===== src/rtl/spi_slave_regfile.sv =====
// SPI mode-0 slave with a small register file, oversampled in the CLK domain.
// Decodes 24-bit R/W frames, answers reads on MISO and reports committed writes.
module spi_slave_regfile #(
  parameter int NUM_REGS    = 16,
  parameter int DATA_W      = 16,
  parameter int SYNC_STAGES = 2
) (
  input  logic              CLK,
  input  logic              rst_n,
  input  logic              spi_sck,
  input  logic              spi_cs,
  input  logic              spi_mosi,
  output logic              spi_miso,
  output logic              spi_miso_oe,
  input  logic [DATA_W-1:0] sta_in,
  output logic              wr_stb,
  output logic [6:0]        wr_addr,
  output logic [DATA_W-1:0] wr_data,
  output logic              frame_err,
  output logic [15:0]       frame_cnt
);

  localparam int FRAME_BITS = 8 + DATA_W;

  typedef enum logic [1:0] {
    S_IDLE,
    S_CMD,
    S_DATA,
    S_DONE
  } state_t;

  state_t                  r_state;
  state_t                  w_stateNext;

  logic [SYNC_STAGES-1:0]  r_sckSync;
  logic [SYNC_STAGES-1:0]  r_csSync;
  logic [SYNC_STAGES-1:0]  r_mosiSync;
  logic                    r_sckDly;
  logic                    r_csDly;

  logic                    w_sck;
  logic                    w_cs;
  logic                    w_mosi;
  logic                    w_sckRise;
  logic                    w_sckFall;
  logic                    w_csRise;
  logic                    w_csFall;

  logic [7:0]              r_bitCnt;
  logic                    r_extra;
  logic                    r_rw;
  logic [6:0]              r_addr;
  logic [DATA_W-2:0]       r_shiftReg;
  logic [DATA_W-1:0]       r_shiftOut;
  logic [DATA_W-1:0]       r_regs [1:NUM_REGS-1];

  logic [7:0]              w_cmdByte;
  logic [DATA_W-1:0]       w_dataWord;
  logic [DATA_W-1:0]       w_rdData;
  logic                    w_addrValid;

  logic                    w_frameErr;
  logic                    w_clrCnt;
  logic                    w_shiftIn;
  logic                    w_latchCmd;
  logic                    w_frameDone;
  logic                    w_markExtra;

  // Pin synchronizers reset to the idle bus levels so a low cs at release reads as a fall
  always_ff @(posedge CLK or negedge rst_n) begin
    if (!rst_n) begin
      r_sckSync  <= '0;
      r_csSync   <= '1;
      r_mosiSync <= '0;
      r_sckDly   <= 1'b0;
      r_csDly    <= 1'b1;
    end else begin
      r_sckSync  <= {r_sckSync[SYNC_STAGES-2:0], spi_sck};
      r_csSync   <= {r_csSync[SYNC_STAGES-2:0], spi_cs};
      r_mosiSync <= {r_mosiSync[SYNC_STAGES-2:0], spi_mosi};
      r_sckDly   <= r_sckSync[SYNC_STAGES-1];
      r_csDly    <= r_csSync[SYNC_STAGES-1];
    end
  end

  assign w_sck       = r_sckSync[SYNC_STAGES-1];
  assign w_cs        = r_csSync[SYNC_STAGES-1];
  assign w_mosi      = r_mosiSync[SYNC_STAGES-1];
  assign w_sckRise   = w_sck & ~r_sckDly;
  assign w_sckFall   = ~w_sck & r_sckDly;
  assign w_csRise    = w_cs & ~r_csDly;
  assign w_csFall    = ~w_cs & r_csDly;
  assign spi_miso_oe = ~w_cs;

  assign w_cmdByte   = {r_shiftReg[6:0], w_mosi};
  assign w_dataWord  = {r_shiftReg, w_mosi};
  assign w_addrValid = (r_addr != 7'd0) && ({1'b0, r_addr} < 8'(NUM_REGS));

  always_comb begin
    w_rdData = '0;
    if (w_cmdByte[6:0] == 7'd0) begin
      w_rdData = sta_in;
    end else begin
      for (int i = 1; i < NUM_REGS; i++) begin
        if (w_cmdByte[6:0] == 7'(i)) begin
          w_rdData = r_regs[i];
        end
      end
    end
  end

  always_ff @(posedge CLK or negedge rst_n) begin
    if (!rst_n) begin
      r_state <= S_IDLE;
    end else begin
      r_state <= w_stateNext;
    end
  end

  // A cs rise wins over any sck edge seen in the same cycle
  always_comb begin
    w_stateNext = r_state;
    w_frameErr  = 1'b0;
    w_clrCnt    = 1'b0;
    w_shiftIn   = 1'b0;
    w_latchCmd  = 1'b0;
    w_frameDone = 1'b0;
    w_markExtra = 1'b0;
    if (w_csRise) begin
      w_stateNext = S_IDLE;
      if ((r_state == S_CMD || r_state == S_DATA) && r_bitCnt != 8'd0) begin
        w_frameErr = 1'b1;
      end
      if (r_state == S_DONE && r_extra) begin
        w_frameErr = 1'b1;
      end
    end else begin
      case (r_state)
        S_IDLE: begin
          if (w_csFall) begin
            w_stateNext = S_CMD;
            w_clrCnt    = 1'b1;
          end
        end
        S_CMD: begin
          if (w_sckRise) begin
            w_shiftIn = 1'b1;
            if (r_bitCnt == 8'd7) begin
              w_latchCmd  = 1'b1;
              w_stateNext = S_DATA;
            end
          end
        end
        S_DATA: begin
          if (w_sckRise) begin
            w_shiftIn = 1'b1;
            if (r_bitCnt == 8'(FRAME_BITS - 1)) begin
              w_frameDone = 1'b1;
              w_stateNext = S_DONE;
            end
          end
        end
        S_DONE: begin
          if (w_sckRise) begin
            w_markExtra = 1'b1;
          end
        end
        default: w_stateNext = S_IDLE;
      endcase
    end
  end

  always_ff @(posedge CLK or negedge rst_n) begin
    if (!rst_n) begin
      r_bitCnt   <= '0;
      r_extra    <= 1'b0;
      r_rw       <= 1'b0;
      r_addr     <= '0;
      r_shiftReg <= '0;
      r_shiftOut <= '0;
      spi_miso   <= 1'b0;
      wr_stb     <= 1'b0;
      wr_addr    <= '0;
      wr_data    <= '0;
      frame_err  <= 1'b0;
      frame_cnt  <= '0;
    end else begin
      wr_stb    <= 1'b0;
      frame_err <= w_frameErr;
      if (w_clrCnt) begin
        r_bitCnt <= '0;
        r_extra  <= 1'b0;
      end
      if (w_shiftIn) begin
        r_shiftReg <= {r_shiftReg[DATA_W-3:0], w_mosi};
        r_bitCnt   <= r_bitCnt + 8'd1;
      end
      if (w_latchCmd) begin
        r_rw       <= w_cmdByte[7];
        r_addr     <= w_cmdByte[6:0];
        r_shiftOut <= w_cmdByte[7] ? w_rdData : '0;
      end
      if (w_frameDone) begin
        frame_cnt <= frame_cnt + 16'd1;
        if (!r_rw && w_addrValid) begin
          wr_stb  <= 1'b1;
          wr_addr <= r_addr;
          wr_data <= w_dataWord;
        end
      end
      if (w_markExtra) begin
        r_extra <= 1'b1;
      end
      // MISO only moves on sck falls; frame boundaries park it low for the next CMD phase
      if (w_csRise || w_csFall) begin
        spi_miso <= 1'b0;
      end else if (w_sckFall) begin
        if (r_state == S_DATA && r_rw) begin
          spi_miso   <= r_shiftOut[DATA_W-1];
          r_shiftOut <= {r_shiftOut[DATA_W-2:0], 1'b0};
        end else begin
          spi_miso <= 1'b0;
        end
      end
    end
  end

  always_ff @(posedge CLK or negedge rst_n) begin
    if (!rst_n) begin
      for (int i = 1; i < NUM_REGS; i++) begin
        r_regs[i] <= '0;
      end
    end else if (w_frameDone && !r_rw) begin
      for (int i = 1; i < NUM_REGS; i++) begin
        if (r_addr == 7'(i)) begin
          r_regs[i] <= w_dataWord;
        end
      end
    end
  end

endmodule


===== config.mk =====
export PLATFORM = sky130hd
export DESIGN_NAME = spi_slave_regfile
export DESIGN_NICKNAME = d
export VERILOG_FILES = /design/src/rtl/spi_slave_regfile.sv
export SDC_FILE = /design/constraint.sdc
export NUM_CORES = 1
export LEC_CHECK = 0
export CORE_MARGIN = 4
export CORE_UTILIZATION = 38
export DETAILED_ROUTE_END_ITERATION = 6
export PLACE_DENSITY_LB_ADDON = 0.15
export SYNTH_ARGS = -nofsm -noshare
export SYNTH_HDL_FRONTEND = slang
export SYNTH_SLANG_ARGS = --single-unit

===== constraint.sdc =====
create_clock -name CLK -period 3.6 [get_ports CLK]
set_input_delay 0.54 -clock CLK [delete_from_list [all_inputs] [get_ports CLK]]
set_output_delay 0.54 -clock CLK [all_outputs]
set_load 0.02 [all_outputs]

==> metrics, run 1 <==
wire length of the first global-routing pass=82,300 um; Fmax=306 MHz; Design Area, Final=0.0191 mm^2; critical path class=reg -> reg; register bit total from synthesis=340; total power per unit cell area=662 mW/mm^2; input/output buffers=63; Fin Clk Skew=0.0132 ns; library cells used by synthesis=72; Syn Area/Cell=10.9 um^2; width of the die=213 um; maximum resistive drop on vdd=295 uV; post-synth net total=1,505; violation count after the first detailed-route iteration=1,223; cells taking the most area after synthesis=sky130_fd_sc_hd__dfrtp_1, sky130_fd_sc_hd__mux2_2, sky130_fd_sc_hd__o21ai_0; number of vias after detailed routing=12,458; data required time of the worst path=4.04 ns; timing startpoint of the critical path=r_csDly; total of warnings raised by yosys=0; total length of routed wires=55,000 um; clock input transition at the sequential cells of the worst setup and hold paths=0.06 ns; largest fanout on the critical path=16; Yosys top cell by area=sky130_fd_sc_hd__dfrtp_1; vertical die dimension=213 um; number of routed nets with antenna violations=0; fillcell total=3,838; Initial DRT Pass Iterations=6; worst slack on hold paths=-0.00867 ns; most frequently used flop master after synthesis=sky130_fd_sc_hd__dfrtp_1; leakage power=0.00886 uW; Vias per Instance=5.90; clock sink count=340; library cell with the highest instance count after synthesis=sky130_fd_sc_hd__dfrtp_1; violations in the final reports=hold timing; vias in the first global route=12,363; startpoint type of the worst setup path=flop; average routed wire per standard cell=26.0 um; leftover overflow at the end of global routing=0; Final Hold Fails=11; signed area change from the synthesized netlist to the final layout=19.1%; Residual DRC=0; EDFF count, synth=0; final max-slew violation count=0; Initial Utilization=0.388; clock root buffer master=sky130_fd_sc_hd__clkbuf_16; final clock period utilization by the worst path=0.908; Inserted Diodes=0; worst min-delay path class=in -> async; Gates resized, CTS repair=0; ranking of synthesized cells by instance count=sky130_fd_sc_hd__dfrtp_1, sky130_fd_sc_hd__mux2_2, sky130_fd_sc_hd__nand2_1, sky130_fd_sc_hd__o21ai_0, sky130_fd_sc_hd__clkbuf_1; Num CTS Buffers=41; number of H-tree levels=2; clock buffer depth=3; sequential element share of the synthesized area=0.532; TritonCTS clock tree=yes; placed cell area=0.0176 mm^2; worst path arrival time=3.71 ns; Worst-Margin Slew=1.05 ns; number of top-level pins=64; number of rows created at floorplan=74; relative slew slack=0.298; number of setup buffers added after CTS=0; reg-to-reg critical path startpoint=r_csDly; post-synthesis instance total=1,474; placeable core region=0.0412 mm^2; setup TNS after final layout=0 ns; synthesized area=0.0160 mm^2; weighted congestion reported at the end of routability-driven placement=0.897; All-Layer GR Usage=0.242; max-capacitance violation count=0; HPWL Detailed=36,600 um; full die area=0.0455 mm^2; hold bufs inserted after CTS=0; Worst Setup End Kind=flop; worst-skew pair later-pin latency=0.56 ns; run status=complete, but fails checks; initial antenna violation count=2; fin nets=1,581; total of endpoints with negative setup slack in the final report=0; pin count of the biggest net entering global routing=84; fraction of synthesized cell area taken by the top area cell type=0.527; minimum period implied by the final worst setup slack=3.27 ns; share of synthesized registers carrying an async set or reset=1.00; fraction of layout instances using a drive strength above 1=0.259; setup repair after global routing missed its margin=no
==> stage by stage <==
stage	setup slack, ns	total power (uW)	hold slack [ns]	std cells	utilization
after floorplan	0.764	5960	0.244	1474	-
after global placement	0.370	8150	0.334	2039	0.428
after detailed placement	0.354	8150	0.340	2039	0.428
after CTS	0.334	12600	0.0223	2111	0.463
after global routing	0.178	13000	0.0317	2111	0.463
final	0.332	12600	-0.00867	2111	0.463
==> cell type report <==
cell class,count,area [um^2],area share
sequential,340,8510,0.447
multi-input combinational,982,6930,0.363
clock inverter,11,209,0.0110
inverter,21,78.8,0.00414
timing repair buffer,164,1440,0.0758
clock buffer,61,1220,0.0641
tap,532,666,0.0349
==> metal layers <==
layer	wire length [um]	global-route usage	vias to the layer above
met4	1950	0.0821	4
met5	32	0	-
li1	-	-	5476
met2	25000	0.377	466
met3	3530	0.0489	115
met1	24500	0.339	6397
==> worst paths after layout <==
| path | to | slack [ns] | cells after the start |
|---|---|---|---|
| setup / recovery | r_regs[95] | 0.33 | 8 |
| hold / removal | wr_stb | -0.009 | 1 |
| setup reg to reg | r_regs[95] | 0.33 | 8 |
| hold reg to reg | r_mosiSync[1] | 0.35 | 0 |
| max in group asynchronous | r_regs[233] | 2.62 | 2 |
| min in group CLK | r_mosiSync[1] | 0.35 | 0 |
==> critical path: stages (launching register included) <==
cell	delay, ns
sky130_fd_sc_hd__dfstp_2	0.53
sky130_fd_sc_hd__inv_1	0.04
sky130_fd_sc_hd__ha_1	0.23
sky130_fd_sc_hd__or3b_2	0.54
sky130_fd_sc_hd__nor4_4	0.51
sky130_fd_sc_hd__nand2_2	0.16
sky130_fd_sc_hd__nor3b_4	0.38
sky130_fd_sc_hd__nand2_2	0.36
sky130_fd_sc_hd__mux2_2	0.39
==> layout by cell type (no fill, tap or decap), types with 24 or more instances in the layout <==
cell type	n
sky130_fd_sc_hd__a21oi_1	55
sky130_fd_sc_hd__nand3_1	28
sky130_fd_sc_hd__mux2_2	212
sky130_fd_sc_hd__nand2_1	153
sky130_fd_sc_hd__clkdlybuf4s50_1	62
sky130_fd_sc_hd__clkbuf_16	41
sky130_fd_sc_hd__nor2_1	74
sky130_fd_sc_hd__buf_4	97
sky130_fd_sc_hd__o21ai_0	123
sky130_fd_sc_hd__dfrtp_1	336
sky130_fd_sc_hd__and3_1	24
==> flip-flops by register name, summed over array words and instances (netlist names) <==
signal	flops
frame_cnt	16
frame_err	1
r_addr	7
r_bitCnt	8
r_csDly	1
r_csSync	2
r_extra	1
r_mosiSync	2
r_regs	240
r_rw	1
r_sckDly	1
r_sckSync	2
r_shiftOut	16
r_shiftReg	15
r_state	2
spi_miso	1
wr_addr	7
wr_data	16
wr_stb	1
==> logic make-up after synthesis <==
| logic type | synth area share |
|---|---|
| xor+xnor | 0.00876 |
| flops | 0.532 |
| fa+ha+maj | 0.00782 |
| simple gates | 0.117 |
| buf+inv | 0.0370 |
| compound gates | 0.143 |
| mux | 0.155 |
==> report_power, final <==
group	internal (uW)	switching, uW
Sequential	3900	175
Clock	2760	1670
Combinational	1280	2830
Total	7940	4670
No activity file was read; power rests on OpenSTA's default activity.
==> run 2, diff against run 1 <==
Settings changed: ABC_AREA set to 1, REMOVE_ABC_BUFFERS set to 1.
==> run 2 against run 1 <==
Against the previous run:
- the flow now finishes without violations
- synthesized cell count is 24% higher
- clock power is 14% lower
- combinational power is 57% lower
- worst setup slack better by 0.58 ns
- largest power group is now registers
- sequential power is 2% lower
==> metrics, run 2 <==
Syn Area/Cell=8.42 um^2; ranking of synthesized cells by instance count=sky130_fd_sc_hd__nand2_1, sky130_fd_sc_hd__dfrtp_1, sky130_fd_sc_hd__o21ai_0, sky130_fd_sc_hd__nor2_1, sky130_fd_sc_hd__inv_1; clock sink count=340; largest fanout on the critical path=25; Inserted Diodes=0; Worst R2R Setup Slack=0.91 ns; wire length of the first global-routing pass=68,200 um; fraction of layout instances using a drive strength above 1=0.0879; Initial DRT Pass Iterations=5; Initial Utilization=0.385; clock input transition at the sequential cells of the worst setup and hold paths=0.06 ns; number of flip-flops in the largest register=240; Most Frequent Cell on Critical Path=sky130_fd_sc_hd__nand2_1; full die area=0.0437 mm^2; minimum period implied by the final worst setup slack=2.69 ns; critical path class=reg -> reg; width of the die=209 um; post-synthesis instance total=1,827; utilization after layout=0.445; number of rows created at floorplan=73; average routed wire per standard cell=16.9 um; sequential element share of the synthesized area=0.554; vias in the first global route=12,230; register with the most flip-flops=r_regs; Worst Setup End Kind=flop; worst path setup slack after routing=0.915 ns; hold bufs inserted after CTS=0; worst-skew pair later-pin latency=0.54 ns; EDFF count, synth=0; leftover overflow at the end of global routing=0; cells taking the most area after synthesis=sky130_fd_sc_hd__dfrtp_1, sky130_fd_sc_hd__nand2_1, sky130_fd_sc_hd__o21ai_0; signed area change from the synthesized netlist to the final layout=15.4%; All-Layer GR Usage=0.191; most used cells in the layout excluding fill and tap cells=sky130_fd_sc_hd__nand2_1, sky130_fd_sc_hd__dfrtp_1, sky130_fd_sc_hd__o21ai_0; CP Buf/Inv Count=2; maximum resistive drop on vdd=310 uV; final max-slew violation count=0; final clock period utilization by the worst path=0.746; pin count of the biggest net entering global routing=95; library cell with the highest instance count after synthesis=sky130_fd_sc_hd__nand2_1; register bit total from synthesis=340; number of top-level pins=64; chain of cells forming the critical path=inv_2 > nand2_4 > nor2_8 > buf_4 > nand2_1 > o21ai_0 > nand3b_1 > nand2_1 > nand3_1 > nand2_1 > nand4_1 > nand2_1 > nand3_1 > nand2_1 > a21oi_1; Yosys top cell by area=sky130_fd_sc_hd__dfrtp_1; clock buffer depth=3; relative slew slack=0.230; clock root buffer master=sky130_fd_sc_hd__clkbuf_16; violation count after the first detailed-route iteration=1,073; placeable core region=0.0399 mm^2; synthesized area=0.0154 mm^2; setup repair after global routing missed its margin=no; leakage power=0.00788 uW; Gates resized, CTS repair=0; worst slack at placement=0.860 ns; library cells used by synthesis=45; share of synthesized registers carrying an async set or reset=1.00; run status=finished clean; data required time of the worst path=4.07 ns; family with the most delay on the worst path=simple AND/OR/NAND/NOR gates; input/output buffers=63; slowest CP cell=sky130_fd_sc_hd__dfrtp_1; Residual DRC=0; most common cell after layout, fill and taps aside=sky130_fd_sc_hd__nand2_1; number of vias after detailed routing=12,232; initial antenna violation count=0; worst path arrival time=3.15 ns; total of warnings raised by yosys=0; total length of routed wires=40,700 um; number of H-tree levels=2; total of endpoints with negative setup slack in the final report=0; max-capacitance violation count=0; Worst-Margin Slew=1.15 ns; fraction of synthesized cell area taken by the top area cell type=0.548; setup TNS after final layout=0 ns; vertical die dimension=209 um; worst min-delay path class=in -> async; weighted congestion reported at the end of routability-driven placement=0.780; number of setup buffers added after CTS=0; most frequently used flop master after synthesis=sky130_fd_sc_hd__dfrtp_1; fin nets=1,895; number of routed nets with antenna violations=0; worst stage delay on the critical path=0.41 ns; Final Hold Fails=0; TritonCTS clock tree=yes; Fin Clk Skew=0.00931 ns; Num CTS Buffers=40; startpoint type of the worst setup path=flop; Vias per Instance=5.07; total power per unit cell area=540 mW/mm^2; HPWL Detailed=26,700 um; Fmax=372 MHz
-- run 2: final timing paths --
check                                      to  cells past startpoint           from
min in group CLK                 r_sckSync[1]                      0   r_sckSync[0]
worst max register to register  r_shiftOut[3]                     15  r_shiftReg[3]
worst min register to register   r_sckSync[1]                      0   r_sckSync[0]
max in group asynchronous          r_regs[29]                      2          rst_n
worst min-delay path            frame_cnt[15]                      1          rst_n
worst max-delay path            r_shiftOut[3]                     15  r_shiftReg[3]
-- run 2: routing by layer --
layer  share of wire  track usage
met2            0.47        0.311
met4           0.022       0.0522
met1            0.47        0.273
met5               0            0
met3           0.041       0.0237
-- run 2: logic make-up (layout without fill, tap and decap cells) --
kind of cell	Yosys count	after routing	share of synthesized area
and+or+nand+nor	881	881	0.254
AOI/OAI and AO/OA	342	342	0.113
DFF	340	340	0.554
buffers and inverters	237	299	0.0623
xor gates and xnor gates	16	16	0.00911
adders and majority gates	10	10	0.00814
muxes	1	1	0.000651
-- run 2: area by class of cell --
class	instances	area, um^2
Clock buffer	53	1130
Clock inverter	14	97.6
Fill cell	3957	22200
Inverter	138	518
Multi-Input combinational cell	1250	5920
Sequential cell	340	8510
Tap cell	525	657
Timing Repair Buffer	94	918
-- run 2: worst register-to-register path, delay by kind of cell, from the launching register on --
family                 cells  cell delay [ns]
DFF                        1             0.41
and+or+nand+nor           11             1.23
buffers and inverters      2             0.61
AOI/OAI and AO/OA          2             0.34
-- run 2: power by group --
group	switching, uW	total (uW)	leakage (uW)	internal (uW)
Sequential	98.0	4000	0.00464	3900
Clock	1570	3830	0.000617	2260
Combinational	1320	1760	0.00263	433
-- run 2: stage by stage --
step	cell area, um^2	total power, uW	hold slack (ns)	cells
final	17700	9590	0.00601	2414
after detailed placement	16500	5860	0.344	2347
after floorplan	14900	5110	0.244	1728
after CTS	17700	9750	0.0738	2414
after global placement	16500	5840	0.338	2347
after global routing	17700	10100	0.113	2414
==> run 3, diff against run 2 <==
Clock period 3.6 ns to 2.25 ns, I/O delays scaled along.
==> run 3 against run 2 <==
Against the previous run:
- sequential share of layout area is 2.2 points lower
- core utilization is 2.2 points higher
- clock power is 69% higher
- clock skew is 0.0040 ns higher
- combinational power is 110% higher
- hold slack better by 0.20 ns
- highest routed layer unchanged
==> metrics, run 3 (synthesis results as in run 2) <==
run status=finished clean; full die area=0.0437 mm^2; number of flip-flops in the largest register=240; Initial DRT Pass Iterations=5; Worst-Margin Slew=0.698 ns; leakage power=0.00833 uW; placeable core region=0.0399 mm^2; initial antenna violation count=0; Fmax=461 MHz; input/output buffers=63; Final Hold Fails=0; Combinational Power Share=0.222; detailed-routed wire length on met2=18,700 um; most common cell after layout, fill and taps aside=sky130_fd_sc_hd__nand2_1; clock root buffer master=sky130_fd_sc_hd__clkbuf_16; Net Switching=5020 uW; worst path arrival time=2.59 ns; number of H-tree levels=2; number of vias after detailed routing=12,286; Residual DRC=0; Flop pwr share=0.386; violation count after the first detailed-route iteration=705; met3 routed wirelength=1320 um; total of endpoints with negative setup slack in the final report=0; max-capacitance violation count=0; pin count of the biggest net entering global routing=60; number of gates on the worst path with buffers counted=13; DR top layer=met4; largest fanout on the critical path=6; utilization after layout=0.467; clock sink count=340; number of top-level pins=64; worst slack on hold paths=0.206 ns; clock input transition at the sequential cells of the worst setup and hold paths=0.06 ns; reg-to-reg critical path startpoint=r_shiftReg[4]; Routed met1 length=18,500 um; r2r endpoint=r_shiftOut[4]; TritonCTS clock tree=yes; clock network fraction of design power=0.392; fraction of layout instances using a drive strength above 1=0.127; number of rows created at floorplan=73; maximum resistive drop on vdd=459 uV; Worst R2R Setup Slack=0.08 ns; family with the most delay on the worst path=simple AND/OR/NAND/NOR gates; average routed wire per standard cell=15.8 um; chain of cells forming the critical path=inv_2 > nand2_4 > nor2_8 > buf_6 > nand3_4 > buf_12 > or2_2 > nand2_1 > nand4_1 > nor2_1 > nand4_1 > nand2_1 > a21oi_1; HPWL Detailed=26,700 um; number of routed nets with antenna violations=0; vias in the first global route=12,023; setup repair after global routing missed its margin=yes; Design Area, Final=0.0186 mm^2; weighted congestion reported at the end of routability-driven placement=0.816; slowest CP cell=sky130_fd_sc_hd__dfrtp_1; end point of the critical path=r_shiftOut[4]; Fin Clk Skew=0.0133 ns; leftover overflow at the end of global routing=0; most used cells in the layout excluding fill and tap cells=sky130_fd_sc_hd__nand2_1, sky130_fd_sc_hd__dfrtp_1, sky130_fd_sc_hd__o21ai_0; minimum period implied by the final worst setup slack=2.17 ns; worst stage delay on the critical path=0.39 ns; Net Sw Frac=0.304; Overall Power=16,500 uW; data required time of the worst path=2.67 ns; relative slew slack=0.529; final clock period utilization by the worst path=0.964; vertical die dimension=209 um; final max-slew violation count=0; timing startpoint of the critical path=r_shiftReg[4]; signed area change from the synthesized netlist to the final layout=21.1%; worst-skew pair later-pin latency=0.54 ns; startpoint type of the worst setup path=flop; total power per unit cell area=886 mW/mm^2; Internal=11,500 uW; Worst Setup End Kind=flop; Inserted Diodes=0; Initial Utilization=0.385; width of the die=209 um; wire length of the first global-routing pass=64,700 um; clock buffer depth=3; critical path class=reg -> reg; Reg2Reg Depth=13; register with the most flip-flops=r_regs; Num CTS Buffers=39; total length of routed wires=39,200 um; fin nets=1,955; CP Buf/Inv Count=3; placed cell area=0.0170 mm^2; Vias per Instance=4.96; worst min-delay path class=in -> reg; All-Layer GR Usage=0.178
run 3: cell types whose count changed in the layout (fill, tap and decap cells not counted), moves of 3 or more:
cell and change:
sky130_fd_sc_hd__buf_4 +36, sky130_fd_sc_hd__buf_12 +15, sky130_fd_sc_hd__buf_6 +8, sky130_fd_sc_hd__nor2_1 -7
sky130_fd_sc_hd__nor2_2 +6, sky130_fd_sc_hd__nand2_1 -5, sky130_fd_sc_hd__clkinv_2 -4, sky130_fd_sc_hd__clkbuf_8 +3
sky130_fd_sc_hd__nand2_2 +3
run 3: metrics by stage:
step | setup WS, ns | cells | setup TNS, ns
finish | 0.0804 | 2479 | 0
global route | -0.0310 | 2479 | -0.160
CTS | 0.0588 | 2461 | 0
detailed placement | 0.0790 | 2389 | 0
global placement | 0.0984 | 2389 | 0
floorplan | -0.441 | 1728 | -29.98
run 3: how the worst min path moves through the flow:
stage	startpoint	end	slack, ns	cells past startpoint
global placement	rst_n	wr_data[5]	0.33	1
CTS	spi_cs	r_csSync[0]	0.19	1
finish	spi_cs	r_csSync[0]	0.21	1
detailed placement	rst_n	wr_data[5]	0.33	1
global route	spi_cs	r_csSync[0]	0.20	1
floorplan	rst_n	frame_cnt[0]	0.04	0
run 3: power groups by stage:
stage / clock, uW / combinational [uW] / sequential, uW
2_1_floorplan: 0 / 1700 / 6470
3_3_place_gp: 0 / 3220 / 6470
3_5_place_dp: 0 / 3240 / 6480
4_1_cts: 6650 / 3250 / 6370
5_1_grt: 6920 / 4020 / 6390
6_report: 6470 / 3660 / 6380
run 3: area by class of cell:
| cell class | instances | area, um^2 |
|---|---|---|
| clock inverters | 14 | 163 |
| flip-flops and latches | 340 | 8510 |
| clock buffers | 57 | 1150 |
| multi-input cells | 1250 | 5990 |
| inverters | 138 | 524 |
| well taps | 525 | 657 |
| fillers | 3941 | 21300 |
| repair buffers | 155 | 1610 |
run 3: what timing repair did:
item,in CTS,in global routing
setup buffers,0,17
setup endpoints to repair,0,60
hold buffers,1,0
resized for setup,0,36
endpoints found under the hold margin,51,0
run 3: layer usage:
metal,track usage,up-vias
li1,-,6109
met1,0.247,5933
met2,0.297,185
met3,0.0263,59
met4,0.0432,0
met5,0,-
